[config.mk]
export PLATFORM = sky130hd
export DESIGN_NAME = serial_tx8
export DESIGN_NICKNAME = d
export VERILOG_FILES = /design/src/rtl/serial_tx8.sv
export SDC_FILE = /design/constraint.sdc
export NUM_CORES = 1
export LEC_CHECK = 0
export CAP_MARGIN = 20
export CORE_MARGIN = 5
export CORE_UTILIZATION = 45
export DETAILED_ROUTE_END_ITERATION = 7
export DONT_BUFFER_PORTS = 1
export PLACE_DENSITY = 0.71
export SLEW_MARGIN = 5
export SYNTH_ARGS = -nofsm -noshare
export SYNTH_HDL_FRONTEND = slang
export SYNTH_SLANG_ARGS = --single-unit
export TNS_END_PERCENT = 1
[constraint.sdc]
create_clock -name Clk -period 1.75 [get_ports Clk]
set_clock_uncertainty 0.2 [all_clocks]
set_input_delay 0.4375 -clock Clk [delete_from_list [all_inputs] [get_ports Clk]]
set_output_delay 0.4375 -clock Clk [all_outputs]
set_load 0.02 [all_outputs]
[src/rtl/serial_tx8.sv]
// Framed serial transmitter: accepts a parallel word on valid/ready and shifts it out
// as start bit, data LSB first, optional even parity, stop bit. All outputs registered.
//
// state  | meaning
// IDLE   | line high, load_ready=1, waiting for load_valid
// START  | start bit (low) for CLKS_PER_BIT cycles
// DATA   | data bits LSB first, one per CLKS_PER_BIT cycles
// PARITY | even-parity bit of the latched word (only when PARITY_EN=1)
// STOP   | stop bit (high); done pulses in the following IDLE cycle
module serial_tx8 #(
    parameter int DATA_W       = 8,
    parameter int CLKS_PER_BIT = 4,
    parameter int PARITY_EN    = 0
) (
    input  logic              Clk,
    input  logic              reset,
    input  logic [DATA_W-1:0] P,
    input  logic              load_valid,
    output logic              load_ready,
    output logic              tx_out,
    output logic              busy,
    output logic              done
);

    localparam int BW = (CLKS_PER_BIT > 1) ? $clog2(CLKS_PER_BIT) : 1;
    localparam logic [BW-1:0] BAUD_LAST = BW'(CLKS_PER_BIT - 1);
    localparam logic [4:0]    BIT_LAST  = 5'(DATA_W - 1);

    typedef enum logic [2:0] {IDLE, START, DATA, PARITY, STOP} state_t;

    state_t            state, state_nxt;
    logic [DATA_W-1:0] shift, shift_nxt;
    logic              par, par_nxt;
    logic [4:0]        bit_cnt, bit_nxt;
    logic [BW-1:0]     baud_cnt, baud_nxt;
    logic              baud_last;
    logic              tx_nxt, done_nxt;

    always_ff @(posedge Clk or negedge reset) begin
        if (!reset) begin
            state      <= IDLE;
            shift      <= '0;
            par        <= 1'b0;
            bit_cnt    <= '0;
            baud_cnt   <= '0;
            tx_out     <= 1'b1;
            done       <= 1'b0;
            busy       <= 1'b0;
            load_ready <= 1'b1;
        end else begin
            state      <= state_nxt;
            shift      <= shift_nxt;
            par        <= par_nxt;
            bit_cnt    <= bit_nxt;
            baud_cnt   <= baud_nxt;
            tx_out     <= tx_nxt;
            done       <= done_nxt;
            busy       <= (state_nxt != IDLE);
            load_ready <= (state_nxt == IDLE);
        end
    end

    always_comb begin
        state_nxt = state;
        shift_nxt = shift;
        par_nxt   = par;
        bit_nxt   = bit_cnt;
        baud_nxt  = baud_cnt;
        done_nxt  = 1'b0;
        baud_last = (baud_cnt == BAUD_LAST);

        if (state != IDLE)
            baud_nxt = baud_last ? '0 : baud_cnt + 1'b1;

        case (state)
            IDLE: begin
                if (load_valid && load_ready) begin
                    state_nxt = START;
                    shift_nxt = P;
                    par_nxt   = ^P;
                    baud_nxt  = '0;
                    bit_nxt   = '0;
                end
            end
            START: begin
                if (baud_last)
                    state_nxt = DATA;
            end
            DATA: begin
                if (baud_last) begin
                    shift_nxt = shift >> 1;
                    if (bit_cnt == BIT_LAST) begin
                        bit_nxt   = '0;
                        state_nxt = (PARITY_EN != 0) ? PARITY : STOP;
                    end else begin
                        bit_nxt = bit_cnt + 1'b1;
                    end
                end
            end
            PARITY: begin
                if (baud_last)
                    state_nxt = STOP;
            end
            STOP: begin
                if (baud_last) begin
                    state_nxt = IDLE;
                    done_nxt  = 1'b1;
                end
            end
            default: state_nxt = IDLE;
        endcase

        // The line level is registered, so it follows the state being entered.
        case (state_nxt)
            START:   tx_nxt = 1'b0;
            DATA:    tx_nxt = shift_nxt[0];
            PARITY:  tx_nxt = par_nxt;
            default: tx_nxt = 1'b1;
        endcase
    end

endmodule

# Yosys cells after proc, flatten, opt, wreduce, memory -nomap -nowiden
# Index checks and enable logic that the tools add are counted.
# op_classes
add_sub_neg	2
eq_ne	11
n_mux	23
reduce_logical	8
# ops
operator	n
3-bit 2-to-1 mux	6
8-bit 2-to-1 mux	2
8-bit case mux with 2 select lines	1
5-bit 2-to-1 mux	3
3-bit case mux with 5 select lines	1
3-bit by 2-bit == test with 1-bit output (second input constant)	4
5-bit case mux with 2 select lines	1
2-bit 2-to-1 mux	4
8-bit parity	1
3-bit by 1-bit == test with 1-bit output (second input constant)	2
3-bit zero test	2
3-bit nonzero test	2
5-bit by 1-bit adder with 5-bit output (second input constant)	1
5-bit by 3-bit == test with 1-bit output (second input constant)	1
1-bit 2-to-1 mux	4
2-bit inequality test (second input constant)	2
3-bit == test (second input constant)	1
1-bit case mux with 3 select lines	1
3-bit AND reduction	1
2-bit by 1-bit adder with 2-bit output (second input constant)	1
2-bit == test (second input constant)	1
2-bit nonzero test	1
1-bit logical AND	1
# totals
ff_bits	23
inputBits	11
output_inout_bits	4
elab_cells	54

# Logic depth before layout (Yosys ltp)
# Gate-level depths: netlist of run 1.
# depth
depth_word	6
ltp_mapped	6
mapped_depth_nobuf	5

# Worst setup path before layout of run 1
# No wires, ideal clock.
# synth_path
kind	register to register
from	reg bit_cnt[0]
to	reg busy
setup_ps	131
arrival_time_ps	1419
required_ps	1419
setup_slack_ps	0
path_stages_with_launch	6
n_path_buf	0
synth_period_minus_slack_ps	1750
cell_sequence	dfrtp_1 -> ha_1 -> and4bb_1 -> nor2_1 -> o22ai_2 -> or3_1
# synth_between
elab_chain_len	5
# synth_lines
element	line_no	source
from (decl)	34	logic [4:0] bit_cnt, bit_nxt;
from (signal assigned)	54	bit_cnt <= bit_nxt;
5-bit by 3-bit == test with 1-bit output	92	if (bit_cnt == BIT_LAST) begin
3-bit 2-to-1 mux	92	
3-bit 2-to-1 mux	90	if (baud_last) begin
3-bit case mux with 5 select lines	75	case (state)
named net state_nxt[2]	31	state_t state, state_nxt;
3-bit nonzero test	58	busy <= (state_nxt != IDLE);
to (signal assigned)	58	
to (decl)	21	output logic busy,
# The timed path passes the listed nets, and every way through them passes these cells.
# A chain may end at the register's enable or synchronous reset.

# Worst setup path after layout of run 1
# layout_path
from	reg bit_cnt[1]
to	reg busy
# The elaborated chain is that of the path after synthesis.

==> results.sh, run 1 <==
export IMPL_insertedDiodeCount=0
export IMPL_syn_inst=108
export IMPL_htreeDepth=1
export IMPL_end_kind="flip-flop"
export IMPL_cts_buffer_depth=2
export IMPL_synth_fp_nets=121
export IMPL_placed_cells=144
export IMPL_fillers=224
export IMPL_setup_slack_ps=-16.3
export IMPL_gr_usage_all_layers=0.155
export IMPL_tightest_slew_ps=600
export IMPL_dp_hpwl_mm=1.73
export IMPL_path_max_fanout=2
export IMPL_postRouteAntennaNets=0
export IMPL_cts_inserted_buffers=3
export IMPL_grt_overflow_total=0
export IMPL_drt_iter0_drc=19
export IMPL_rsz0062_at_grt="yes"
export IMPL_drive_above_1_share=0.268
export IMPL_max_vdd_ir_drop_mv=0.474
export IMPL_seq_area_frac_synth=0.509
export IMPL_synth_area_mm2=0.00113
export IMPL_synthToLayoutAreaGrowth_pct=15.3
export IMPL_power_mw=0.874
export IMPL_power_density_mw_per_mm2=668
export IMPL_cp_startpoint="bit_cnt[1]"
export IMPL_fin_nets=137
export IMPL_fmax_mhz=566
export IMPL_dieArea_mm2=0.00363
export IMPL_synth_top_area_cell="dfrtp_1"
export IMPL_cts_sinks=23
export IMPL_rr_worst_depth=5
export IMPL_post_synth_cell_area_avg_um2=10.5
export IMPL_port_buffer_count=0
export IMPL_finalNonFillerCells=153
export IMPL_synth_seq_cells=23
export IMPL_dpl_cell_area_mm2=0.00122
export IMPL_worst_r2r_setup_slack_ps=-20
export IMPL_async_reset_ff_frac=1.00
export IMPL_hold_viol=0
export IMPL_routed_wl_met3_um=118
export IMPL_cap_violations=0
export IMPL_drt_wl_total_mm=2.42
export IMPL_start_util=0.462
export IMPL_vias_per_cell=5.56
export IMPL_wl_per_cell_um=15.8
export IMPL_cp_arrival_ps=1790
export IMPL_yosysWarnings=0
export IMPL_top_layer="met4"
export IMPL_grt_pass1_vias=918
export IMPL_report_final_slew_viol_count=0
export IMPL_grt_max_degree=24
export IMPL_clk_latency_ps=320
export IMPL_synthTopCellsByArea="dfrtp_1, nand2_1, xnor2_1, a22oi_1, dfstp_2"
export IMPL_die_h_um=60.2
export IMPL_critPathKind="flip-flop to flip-flop"
export IMPL_clk_pin_slew_worst_paths_ps=140
export IMPL_antenna_found_initial=0
export IMPL_wl_met2_mm=1.19
export IMPL_final_cell_area_mm2=0.00131
export IMPL_synthXorXnorAreaFrac=0.0695
export IMPL_die_w_um=60.2
export IMPL_required_ps=1770
export IMPL_r2r_start="bit_cnt[1]"
export IMPL_synth_fa_ha_area_frac=0.0221
export IMPL_rows=18
export IMPL_status="finished, violations left"
export IMPL_yosys_area_share_simple=0.198
export IMPL_timing_rr_end="busy"
export IMPL_synthMuxAreaShare=0.00882
export IMPL_fin_crit_sh=1.01
export IMPL_firstDrtPassIters=4
export IMPL_cp_endpoint="busy"
export IMPL_core_area_mm2=0.00245
export IMPL_synth_top_family_by_area="simple AND/OR/NAND/NOR gates"
export IMPL_synth_flop_cell="dfrtp_1"
export IMPL_violations="negative setup slack"
export IMPL_crit_slowest_cell="dfrtp_1"
export IMPL_synth_compound_area_share=0.148
export IMPL_slew_headroom=0.599
export IMPL_critical_path_max_stage_delay_ps=380
export IMPL_wl_met1_mm=1.07
export IMPL_critPathLaunchType="flip-flop"
export IMPL_cp_cell_sequence="ha_2, and4bb_1, o211ai_1, and2_4, or3_4"
export IMPL_grt_pass1_wl_mm=4.08
export IMPL_dr_total_vias=851
export IMPL_setup_violations=1
export IMPL_min_period_ps=1770
export IMPL_drc=0
export IMPL_ys_types=35
export IMPL_cts_root_buf="clkbuf_4"
export IMPL_cts_tree="yes"
export IMPL_place_gp_congestion=0.778
export IMPL_power_leakage_nw=0.599
export IMPL_min_path_type="primary input to flip-flop"
export IMPL_synth_top_area_share=0.463
export IMPL_synth_edf_count=0
export IMPL_io_pins=15
-- flip-flops by register name, summed over array words and instances (netlist names) --
signal,count
state,3
load_ready,1
tx_out,1
baud_cnt,2
busy,1
bit_cnt,5
done,1
shift,8
par,1
-- critical path: cells and delay by family, from the launching register on --
| family | cells | cell delay, ps |
|---|---|---|
| compound gates | 1 | 130 |
| fa+ha+maj | 1 | 180 |
| flops | 1 | 380 |
| simple gates | 3 | 790 |
-- layout make-up --
cell class	instances	area [µm²]	share of cell area
repair buffers	16	126	0.0966
well taps	30	37.5	0.0287
flip-flops and latches	23	578	0.442
inverters	3	11.3	0.00860
clock buffers	3	22.5	0.0172
clock inverters	1	5.00	0.00382
multi-input cells	77	528	0.403
-- layer usage --
| metal | vias up | track usage |
|---|---|---|
| li1 | 412 | - |
| met1 | 417 | 0.186 |
| met5 | - | 0 |
| met3 | 4 | 0.0389 |
| met2 | 18 | 0.256 |
| met4 | 0 | 0.0759 |
-- cells in the final DEF, fill, tap and decap left out, drive strengths merged --
| master | Yosys | final |
|---|---|---|
| dfrtp | 21 | 21 |
| nand2 | 18 | 18 |
| buf | 5 | 15 |
| a22oi | 7 | 7 |
| xnor2 | 7 | 7 |
| nor2 | 7 | 7 |
| a21oi | 5 | 5 |
| nand3 | 4 | 4 |
| clkbuf | 0 | 3 |
| and4bb | 3 | 3 |
| inv | 3 | 3 |
| o211ai | 2 | 2 |
| nand4 | 2 | 2 |
| a22o | 2 | 2 |
| xor2 | 2 | 2 |
| ha | 2 | 2 |
| dfstp | 2 | 2 |
| nor3 | 2 | 2 |
| or3 | 2 | 2 |
| o21ai | 2 | 2 |
| nand4bb | 1 | 1 |
| o31ai | 1 | 1 |
| o22ai | 1 | 1 |
| nand2b | 1 | 1 |
| and2 | 1 | 1 |
| mux2i | 1 | 1 |
| a32oi | 1 | 1 |
| a41o | 1 | 1 |
| or2 | 1 | 1 |
| o2bb2ai | 1 | 1 |
| clkinv | 0 | 1 |
| dlygate4sd3 | 0 | 1 |
-- cell families after synthesis --
group,Yosys count
xor gates and xnor gates,9
buffers and inverters,8
muxes,1
adders and majority gates,2
DFF,23
and+or+nand+nor,42
AOI/OAI and AO/OA,23
-- synth_stat cells, types with 2 or more instances --
cell type and n:
inv_1 2, nand2_1 18, a22o_1 2, xor2_1 2, nand4_1 2, a22oi_1 7
dfrtp_1 21, nand3_1 4, or3_1 2, nor2_1 6, o211ai_1 2, dfstp_2 2
a21oi_1 5, and4bb_1 2, nor3_1 2, ha_1 2, xnor2_1 7, buf_4 3
-- worst min-delay path by stage --
stage / end / slack [ps] / depth (start not counted) / startpoint
6_report: shift[1] / 30 / 2 / P[1]
5_1_grt: shift[1] / 20 / 2 / P[1]
4_1_cts: shift[1] / 30 / 2 / P[1]
3_5_place_dp: busy / -60 / 0 / reset
3_3_place_gp: busy / -60 / 0 / reset
2_1_floorplan: baud_cnt[0] / -60 / 0 / reset
-- per-stage QoR --
step | utilization | setup TNS (ps) | worst slack [ps] | hold WS (ps)
after floorplan | - | 0 | 42.0 | -58.1
after global placement | 0.496 | 0 | 26.0 | -57.4
after detailed placement | 0.496 | -25.1 | -25.1 | -57.5
after CTS | 0.517 | -27.7 | -27.7 | 34.7
after global routing | 0.533 | -136 | -72.0 | 21.2
final | 0.533 | -16.3 | -16.3 | 35.0
-- what timing repair did --
| action | CTS | global route |
|---|---|---|
| pin swaps | 0 | 5 |
| hold endpoints to repair | 23 | 0 |
| setup endpoints to repair | 8 | 3 |
| cloned | 0 | 0 |
| hold buffers | 1 | 0 |
| setup buffers | 1 | 2 |
| resized for setup | 2 | 3 |
-- power by group --
part	internal (mW)	switching [mW]	leakage, nW	total (mW)
logic	0.0393	0.0440	0.270	0.0833
clock network	0.0856	0.171	0.0177	0.256
registers	0.534	0	0.312	0.534
Power figures use the tool's default switching activity.
==> inputs of run 2 (changes only) <==
--- a/config.mk
+++ b/config.mk
@@ -6,6 +6,7 @@
 export NUM_CORES = 1
 export LEC_CHECK = 0
 export CAP_MARGIN = 20
+export CORE_ASPECT_RATIO = 0.9
 export CORE_MARGIN = 5
 export CORE_UTILIZATION = 45
 export DETAILED_ROUTE_END_ITERATION = 7
==> run 2 against run 1 <==
The flow now finishes without violations. Non-clock buffer count decreased by 2. Sequential cell count did not move. Routed wire length is 9.5% lower. Via count down 1.4%. Largest power group unchanged.
==> results.sh, run 2 (synthesis results as in run 1) <==
export IMPL_top_register="shift"
export IMPL_fin_crit_sh=0.992
export IMPL_wl_met1_um=965
export IMPL_report_final_slew_viol_count=0
export IMPL_start_util=0.468
export IMPL_final_cell_area_mm2=0.00130
export IMPL_cts_root_buf="clkbuf_4"
export IMPL_place_gp_congestion=0.859
export IMPL_path_max_fanout=2
export IMPL_rsz0062_at_grt="yes"
export IMPL_die_h_um=57.6
export IMPL_required_ps=1760
export IMPL_cp_arrival_ps=1740
export IMPL_end_kind="flip-flop"
export IMPL_final_cell_mix="dfrtp_1, nand2_1, buf_4"
export IMPL_min_path_type="primary input to flip-flop"
export IMPL_fin_nets=135
export IMPL_dpl_cell_area_mm2=0.00119
export IMPL_grt_overflow_total=0
export IMPL_insertedDiodeCount=0
export IMPL_grt_pass1_wl_mm=3.91
export IMPL_hold_viol=0
export IMPL_placed_cells=139
export IMPL_postRouteAntennaNets=0
export IMPL_cts_tree="yes"
export IMPL_cap_violations=0
export IMPL_firstDrtPassIters=4
export IMPL_clk_pin_slew_worst_paths_ps=140
export IMPL_die_w_um=62.9
export IMPL_cp_startpoint="bit_cnt[0]"
export IMPL_gr_usage_all_layers=0.135
export IMPL_power_leakage_nw=0.584
export IMPL_status="finished, final reports clean"
export IMPL_drc=0
export IMPL_antenna_found_initial=0
export IMPL_wl_per_cell_um=14.7
export IMPL_rows=17
export IMPL_cts_sinks=23
export IMPL_top_regs="shift (8), bit_cnt (5), state (3)"
export IMPL_worst_r2r_setup_slack_ps=10
export IMPL_largest_reg_flops=8
export IMPL_drt_wl_total_mm=2.19
export IMPL_drt_iter0_drc=28
export IMPL_setup_violations=0
export IMPL_synthToLayoutAreaGrowth_pct=14.3
export IMPL_setup_slack_ps=14.3
export IMPL_core_area_mm2=0.00242
export IMPL_grt_max_degree=24
export IMPL_vias_per_cell=5.63
export IMPL_timing_rr_end="busy"
export IMPL_top_layer="met4"
export IMPL_wl_met2_mm=1.08
export IMPL_cts_inserted_buffers=3
export IMPL_pwr_share_comb=0.090
export IMPL_htreeDepth=1
export IMPL_dr_total_vias=839
export IMPL_tightest_slew_ps=572
export IMPL_min_period_ps=1740
export IMPL_dp_hpwl_mm=1.53
export IMPL_clk_latency_ps=320
export IMPL_drive_above_1_share=0.231
export IMPL_p_int_mw=0.659
export IMPL_power_mw=0.867
export IMPL_io_pins=15
export IMPL_max_vdd_ir_drop_mv=0.669
export IMPL_grt_pass1_vias=896
export IMPL_finalNonFillerCells=149
export IMPL_routed_wl_met3_um=126
export IMPL_dieArea_mm2=0.00363
export IMPL_power_frac_clock=0.294
export IMPL_r2r_start="bit_cnt[0]"
export IMPL_rr_worst_depth=5
export IMPL_power_density_mw_per_mm2=668
export IMPL_fmax_mhz=576
export IMPL_cp_endpoint="busy"
export IMPL_slew_headroom=0.617
export IMPL_p_sw_mw=0.208
export IMPL_port_buffer_count=0
export IMPL_power_frac_seq=0.616
export IMPL_swShare=0.240
export IMPL_critPathKind="flip-flop to flip-flop"
export IMPL_dp_slack_ps=22.2
export IMPL_critPathLaunchType="flip-flop"
export IMPL_layout_commonest_cell="dfrtp_1"
export IMPL_cts_buffer_depth=2
[run 2: changes by cell type in the layout (fill, tap and decap cells not counted), sizes merged]
| cell | previous run | this run |
|---|---|---|
| clkinv | 1 | 0 |
| buf | 15 | 13 |
| clkinvlp | 0 | 1 |
[run 2: worst min-delay path by stage]
stage                from  cells after the start           to  slack [ps]
finish               P[2]                      2     shift[2]          40
global route         P[3]                      2     shift[3]           7
CTS                  P[3]                      2     shift[3]          30
detailed placement  reset                      0  baud_cnt[0]         -60
global placement    reset                      0  baud_cnt[1]         -60
floorplan           reset                      0  baud_cnt[0]         -60
[run 2: cell type report]
| cell class | count | area, µm² |
|---|---|---|
| clock buffers | 3 | 22.5 |
| clock inverters | 1 | 7.51 |
| fillers | 235 | 1130 |
| inverters | 3 | 11.3 |
| multi-input cells | 77 | 524 |
| flip-flops and latches | 23 | 578 |
| well taps | 28 | 35.0 |
| repair buffers | 14 | 119 |
[run 2: metrics by stage]
stage	hold WS, ps	TNS (ps)	util
final	36.8	0	0.535
after global routing	6.97	-331	0.535
after CTS	28.1	0	0.522
after detailed placement	-57.3	0	0.492
after global placement	-57.5	0	0.492
after floorplan	-58.1	0	-
[run 2: what timing repair did]
action	CTS	global route
setup endpoints to repair	1	13
hold endpoints to repair	23	0
gates resized for setup	1	3
pin swaps	2	2
hold buffers	1	0
setup buffers	4	0
[run 2: per-layer routing]
metal,up-vias,global-route usage
met4,0,0.0364
met2,15,0.221
met5,-,0
met1,412,0.165
li1,410,-
met3,2,0.0543
[run 2: worst max-delay path: stages (launching register included)]
cell and delay (ps):
dfrtp_1 420, ha_2 190, and4bb_1 200, nor2_2 150
o22ai_2 110, or3_1 360
[run 2: power groups by stage]
stage               Sequential, mW  Clock (mW)  Combinational [mW]
finish                       0.534       0.255              0.0781
global route                 0.534       0.297              0.0891
CTS                          0.534       0.265              0.0758
detailed placement           0.544           0              0.0634
global placement             0.544           0              0.0623
floorplan                    0.544           0              0.0546
